<file path="src/rtl/squarer_pkg.sv">
// Shared definitions for the 8-bit squarer reduction stage.
// Holds the operand and bus widths, the partial-product index helper and the
// accumulator FSM state type.
package squarer_pkg;

  localparam int unsigned N_OP  = 8;
  localparam int unsigned PP_W  = N_OP * (N_OP + 1) / 2;
  localparam int unsigned OUT_W = 2 * N_OP;
  localparam int unsigned IDX_W = $clog2(PP_W);
  localparam int unsigned ROW_W = $clog2(N_OP);

  typedef enum logic [1:0] {
    StIdle,
    StAccum,
    StDone
  } state_e;

  // Bit position of pp_ij (i >= j) in the packed triangular bus.
  function automatic int unsigned pp_idx(input int unsigned i, input int unsigned j);
    return i * (i + 1) / 2 + j;
  endfunction

endpackage

</file>
<file path="src/rtl/squarer_row_sel_8bit.sv">
// Row selector for the squarer accumulator.
// Combinationally weights one row of the captured triangular partial-product
// set into an OUT_W-bit value:
//   row_value(i) = pp_ii << 2i + sum_{j<i} pp_ij << (i+j+1)
// Ports:
//   pp        - captured packed partial products (PP_W bits)
//   row       - row index 0..7
//   row_value - weighted row, OUT_W bits
module squarer_row_sel_8bit
  import squarer_pkg::*;
(
  input  logic [PP_W-1:0]  pp,
  input  logic [ROW_W-1:0] row,
  output logic [OUT_W-1:0] row_value
);

  always_comb begin
    row_value = '0;
    for (int unsigned i = 0; i < N_OP; i++) begin
      if (row == ROW_W'(i)) begin
        // Diagonal term carries weight 2^(2i); cross terms are doubled,
        // hence the extra +1 in their shift.
        row_value = OUT_W'(pp[IDX_W'(pp_idx(i, i))]) << (2 * i);
        for (int unsigned j = 0; j < i; j++) begin
          row_value = row_value + (OUT_W'(pp[IDX_W'(pp_idx(i, j))]) << (i + j + 1));
        end
      end
    end
  end

endmodule

</file>
<file path="src/rtl/squarer_accum_8bit.sv">
// Sequential reduction stage of the 8-bit squarer.
// Captures one set of 36 partial products, adds one weighted row per cycle for
// eight cycles, then presents the 16-bit square on a valid/ready handshake.
// Ports:
//   clk, rst            - clock (rising edge), asynchronous active-high reset
//   in_valid / in_ready - input handshake; pp_bus captured when both high
//   pp_bus              - packed partial products, pp_ij at i*(i+1)/2 + j
//   out_valid/out_ready - output handshake for square
//   square              - accumulated result (registered)
//   busy                - high while accumulating or holding a result
module squarer_accum_8bit
  import squarer_pkg::*;
(
  input  logic             clk,
  input  logic             rst,
  input  logic             in_valid,
  output logic             in_ready,
  input  logic [PP_W-1:0]  pp_bus,
  output logic             out_valid,
  input  logic             out_ready,
  output logic [OUT_W-1:0] square,
  output logic             busy
);

  state_e             state_q, state_d;
  logic [ROW_W-1:0]   row_q, row_d;
  logic [OUT_W-1:0]   acc_q, acc_d;
  logic [PP_W-1:0]    pp_q, pp_d;
  logic [OUT_W-1:0]   row_value;
  logic [OUT_W:0]     sum;

  squarer_row_sel_8bit u_row_sel (
    .pp        (pp_q),
    .row       (row_q),
    .row_value (row_value)
  );

  // One extra bit so a carry out of the accumulator is observable.
  assign sum = {1'b0, acc_q} + {1'b0, row_value};

  // State register
  always_ff @(posedge clk or posedge rst) begin
    if (rst) begin
      state_q <= StIdle;
    end else begin
      state_q <= state_d;
    end
  end

  // Next-state logic
  always_comb begin
    state_d = state_q;
    unique case (state_q)
      StIdle:  if (in_valid) state_d = StAccum;
      StAccum: if (row_q == ROW_W'(N_OP - 1)) state_d = StDone;
      StDone:  if (out_ready) state_d = StIdle;
      default: state_d = StIdle;
    endcase
  end

  // Datapath next-state
  always_comb begin
    pp_d  = pp_q;
    acc_d = acc_q;
    row_d = row_q;
    unique case (state_q)
      StIdle: begin
        if (in_valid) begin
          pp_d  = pp_bus;
          acc_d = '0;
          row_d = '0;
        end
      end
      StAccum: begin
        acc_d = sum[OUT_W-1:0];
        row_d = row_q + 1'b1;
      end
      default: ;
    endcase
  end

  always_ff @(posedge clk or posedge rst) begin
    if (rst) begin
      pp_q  <= '0;
      acc_q <= '0;
      row_q <= '0;
    end else begin
      pp_q  <= pp_d;
      acc_q <= acc_d;
      row_q <= row_d;
    end
  end

  // Outputs decode registered state only; no input-to-output path.
  always_comb begin
    in_ready  = 1'b0;
    out_valid = 1'b0;
    busy      = 1'b0;
    unique case (state_q)
      StIdle:  in_ready = 1'b1;
      StAccum: busy = 1'b1;
      StDone: begin
        out_valid = 1'b1;
        busy      = 1'b1;
      end
      default: ;
    endcase
  end

  assign square = acc_q;

  // Real operands never exceed 255*255, so a carry here means a bad design.
  a_no_carry: assert property (@(posedge clk) disable iff (rst)
    (state_q == StAccum) |-> !sum[OUT_W]);

endmodule

</file>
<file path="config.mk">
export PLATFORM = sky130hd
export DESIGN_NAME = squarer_accum_8bit
export DESIGN_NICKNAME = d
export VERILOG_FILES = /design/src/rtl/squarer_pkg.sv /design/src/rtl/squarer_row_sel_8bit.sv /design/src/rtl/squarer_accum_8bit.sv
export SDC_FILE = /design/constraint.sdc
export NUM_CORES = 1
export LEC_CHECK = 0
export BUFFER_PORTS_ARGS = -buffer_cell sky130_fd_sc_hd__buf_2
export CAP_MARGIN = 20
export CORE_UTILIZATION = 45
export CTS_BUF_LIST = sky130_fd_sc_hd__clkbuf_4 sky130_fd_sc_hd__clkbuf_8 sky130_fd_sc_hd__clkbuf_16
export DETAILED_ROUTE_END_ITERATION = 6
export GPL_ROUTABILITY_DRIVEN = 0
export GPL_TIMING_DRIVEN = 0
export PLACE_DENSITY = 0.81
export SYNTH_ARGS = -nofsm -noshare
export SYNTH_HDL_FRONTEND = slang
export SYNTH_SLANG_ARGS = --single-unit
export TNS_END_PERCENT = 5
</file>
<file path="constraint.sdc">
create_clock -name clk -period 3.25 [get_ports clk]
set_input_delay 0.1625 -clock clk [delete_from_list [all_inputs] [get_ports clk]]
set_output_delay 0.1625 -clock clk [all_outputs]
set_load 0.01 [all_outputs]
</file>
==> results summary <==
The flow ran to the end, and the final reports show no timing, DRC or antenna violations. The worst clock skew on the final layout came out at ~0.008 ns. The critical path launch point type is a flop. The unique cell type count in the Yosys netlist is 43. The combined global-route utilization of all metal layers is 20.6%. The count of flip-flops with a built-in enable after synthesis came out at 0. For this run, the number of standard cells in the final layout without fillers is 503. The top cell type by area accounts for between 40% and 50% of the synthesized area. The core utilization of the finished layout came out at between 50 and 60%.

The via count of the first global-routing pass is 2578. The power share of the sequential group is 34.6%. The number of vias in the routed layout came out at 2749. Measured against its own limit, the worst slew margin works out to 39.8%. The slew at the pin with the worst max-slew slack came out at 0.877 ns. The average cell area after synthesis came out at 10.4 µm². The first TritonRoute pass finished after 7 iterations. The share of flip-flops with an asynchronous set or reset after synthesis came out at 100%.

The net switching power came out at approximately 0.0014 W. The post-synthesis instance area came out at 3340 µm². The cell count after placement is between 400 and 500. The residual overflow from global routing is 0.

The maximum clock frequency is 0.321 GHz. The via density per instance is 5.47. The number of nets in the synthesized netlist is 392.

The count of endpoints failing setup in the final report is 0. The minimum clock period after layout is 3.12 ns. In the post-synthesis netlist, the biggest area contributors are dfrtp_1 (43%), mux2_2 (12%), ha_1 (12%), o21ai_0 (4.2%), nand2_1 (3.9%). The number of rows in the core area came out at 31. The region available for standard cell placement spans 7210 µm².

The initial antenna violation count came out at 0. The cell count after synthesis is 321. The number of pins with negative max-slew slack in the final report came out at 0. The clock network burns about a fifth of the power. TritonCTS built the clock tree.

The final wirelength came out at 7900 µm. The leading area contributor after synthesis is dfrtp_1. The DRC violations left is 0. The clock reaches the later pin of the worst-skew pair after 0.35 ns.

CTS saw 57 sinks. Before CTS, the worst setup slack after placement is -0.412 ns. Of the available clock period, the critical path in the final layout requires 95.9%. The number of input and output port buffers inserted is 58. The final hold violation count is 0. The pin count of the biggest net entering global routing is 36. The count of state elements after synthesis is 57. The tree is rooted in a clkbuf_8.

For this run, the number of Yosys warnings is 0. The leakage component of the power is 1.98 nW. After legalization and detailed placement, the total HPWL measured 5710 µm. The effective utilization at floorplan came out at 46.3%.

The diode insertion count for antenna repair came out at 0. The least setup slack across all paths after layout came out at roughly 0.13 ns. The type of the worst setup path is reg -> reg. The proportion of layout cells with a drive suffix above 1 came out at 35.9%. The worst setup path is captured at a flop. The worst endpoint required time came out at 3.53 ns. The iteration-0 DRC count of the detailed router is roughly 170. The first global-routing pass estimated ~12000 µm of wire.

The most common cell in the synthesized netlist is dfrtp_1. The clock edge transition at the registers on the reported setup and hold paths is 0.07 ns. VDD sags by at most 604 µV. The most used flip-flop cell after synthesis is dfrtp_1. Counting instances in the post-synthesis netlist gives the leading cell types as dfrtp_1 (57), mux2_2 (37), nand2_1 (35). The endpoint arrival time on the critical path came out at 3.40 ns.

The maximum number of buffers from clock root to sink is 2. The die height is just under 90 µm. The number of levels the H-tree was split into came out at 3. The largest driver fanout on the critical path is 7. The internal portion of the total power is 0.00221 W.

In this run the power density over the cells is approximately 860 nW/µm². The number of buffers created by CTS came out at 9. The sequential-to-total area share from yosys stat is 42.7%.

The share of power burned in combinational logic came out at roughly 46%. The I/O pin count is 59. The synthesis-to-finish area growth is 25.3%. The remaining number of nets flagged by the antenna check after routing is 0. The worst hold-check slack is between 0.04 and 0.05 ns. The routed wire length per instance came out at 15.7 µm. The path class of the tightest hold or removal check is in -> reg. The die area is 7780 µm². Net switching is approximately 38% of the power. The post-layout net count is 470. The tool flagged a number of max-cap violations equal to 0. The die is about 88 µm wide.
[placed cells by master, fill, tap and decap left out, drive strengths merged, types with 5 or more instances in the layout]
| cell type | netlist | routed |
|---|---|---|
| nand2 | 36 | 36 |
| nand4 | 7 | 7 |
| nor2 | 8 | 8 |
| a21oi | 18 | 18 |
| mux2 | 37 | 37 |
| xnor2 | 7 | 7 |
| dfrtp | 57 | 57 |
| clkbuf | 11 | 19 |
| ha | 31 | 31 |
| xor2 | 6 | 6 |
| inv | 13 | 13 |
| buf | 2 | 72 |
| mux2i | 5 | 5 |
| o21ai | 28 | 28 |
| nand3 | 9 | 9 |
[worst paths after layout]
| path | start | endpoint | slack, ns | depth (start not counted) |
|---|---|---|---|---|
| worst max-delay path | row_q[0] | square[15] | 0.13 | 13 |
| worst min-delay path | pp_bus[26] | pp_q[26] | 0.04 | 2 |
| min in group asynchronous | rst | pp_q[32] | 0.41 | 3 |
| worst max register to register | row_q[0] | square[15] | 0.13 | 13 |
| worst min register to register | pp_q[0] | pp_q[0] | 0.51 | 1 |
| max in group asynchronous | rst | pp_q[14] | 2.27 | 4 |
[critical path: stages (launching register included)]
cell and delay, ns:
dfrtp_1 0.43, inv_1 0.15, ha_4 0.22, inv_1 0.11
and3_1 0.18, a21oi_1 0.16, nor4_2 0.07, ha_1 0.36
nand2_2 0.09, o211ai_2 0.24, a21oi_2 0.12, o31a_1 0.30
or4_1 0.51, nand3_1 0.09
[final cells by class]
type                       instances  area (µm²)
tap                               99         124
buffer                            11        57.6
fill                             627        3020
inverter                          13        48.8
multi-input combinational        238        1930
clock inverter                     4        50.0
clock buffer                      12         165
timing repair buffer              69         388
sequential                        57        1430
[layer usage]
| metal | wire (µm) | share of wire [%] | vias up | track usage, % |
|---|---|---|---|---|
| met2 | 3980 | 50 | 93 | 35.3 |
| li1 | - | - | 1320 | - |
| met3 | 418 | 5.3 | 11 | 5.00 |
| met4 | 129 | 1.6 | 0 | 7.18 |
| met1 | 3380 | 43 | 1325 | 25.4 |
| met5 | 0 | 0 | - | 0 |
[repair_timing]
| action | 4_1_cts | 5_1_grt |
|---|---|---|
| hold buffers | 1 | 0 |
| resized for setup | 17 | 20 |
| endpoints found under the hold margin | 22 | 0 |
| buffers inserted | 2 | 7 |
| pin swaps | 2 | 6 |
| endpoints found under the setup margin | 8 | 7 |
[cells by family after synthesis]
logic type	after synthesis	synth area share, %
adder cells (fa/ha/maj)	31	11.6
buffers and inverters	26	2.96
XOR/XNOR	13	3.41
multiplexers	42	14.0
flip-flops	57	42.7
AO/OA/AOI/OAI	76	14.5
AND/OR/NAND/NOR	76	10.9
[sequential cells by signal, indices dropped and copies added, names as in the netlist]
name	flops
row_q	3
state_q	2
pp_q	36
square	16
[metrics by stage]
stage	power, W	area (µm²)	TNS [ns]
CTS	0.00352	4070	0
global route	0.00385	4190	-0.0237
global placement	0.00265	3760	-1.30
floorplan	0.00230	3340	0
detailed placement	0.00272	3780	-1.85
finish	0.00359	4190	0
[power by group through the flow]
stage	combinational [W]	sequential (W)	clock, W
after floorplan	0.00109	0.00120	0
after global placement	0.00142	0.00123	0
after detailed placement	0.00148	0.00124	0
after CTS	0.00156	0.00124	0.000724
after global routing	0.00182	0.00127	0.000754
final	0.00164	0.00124	0.000712
Power figures use the tool's default switching activity.
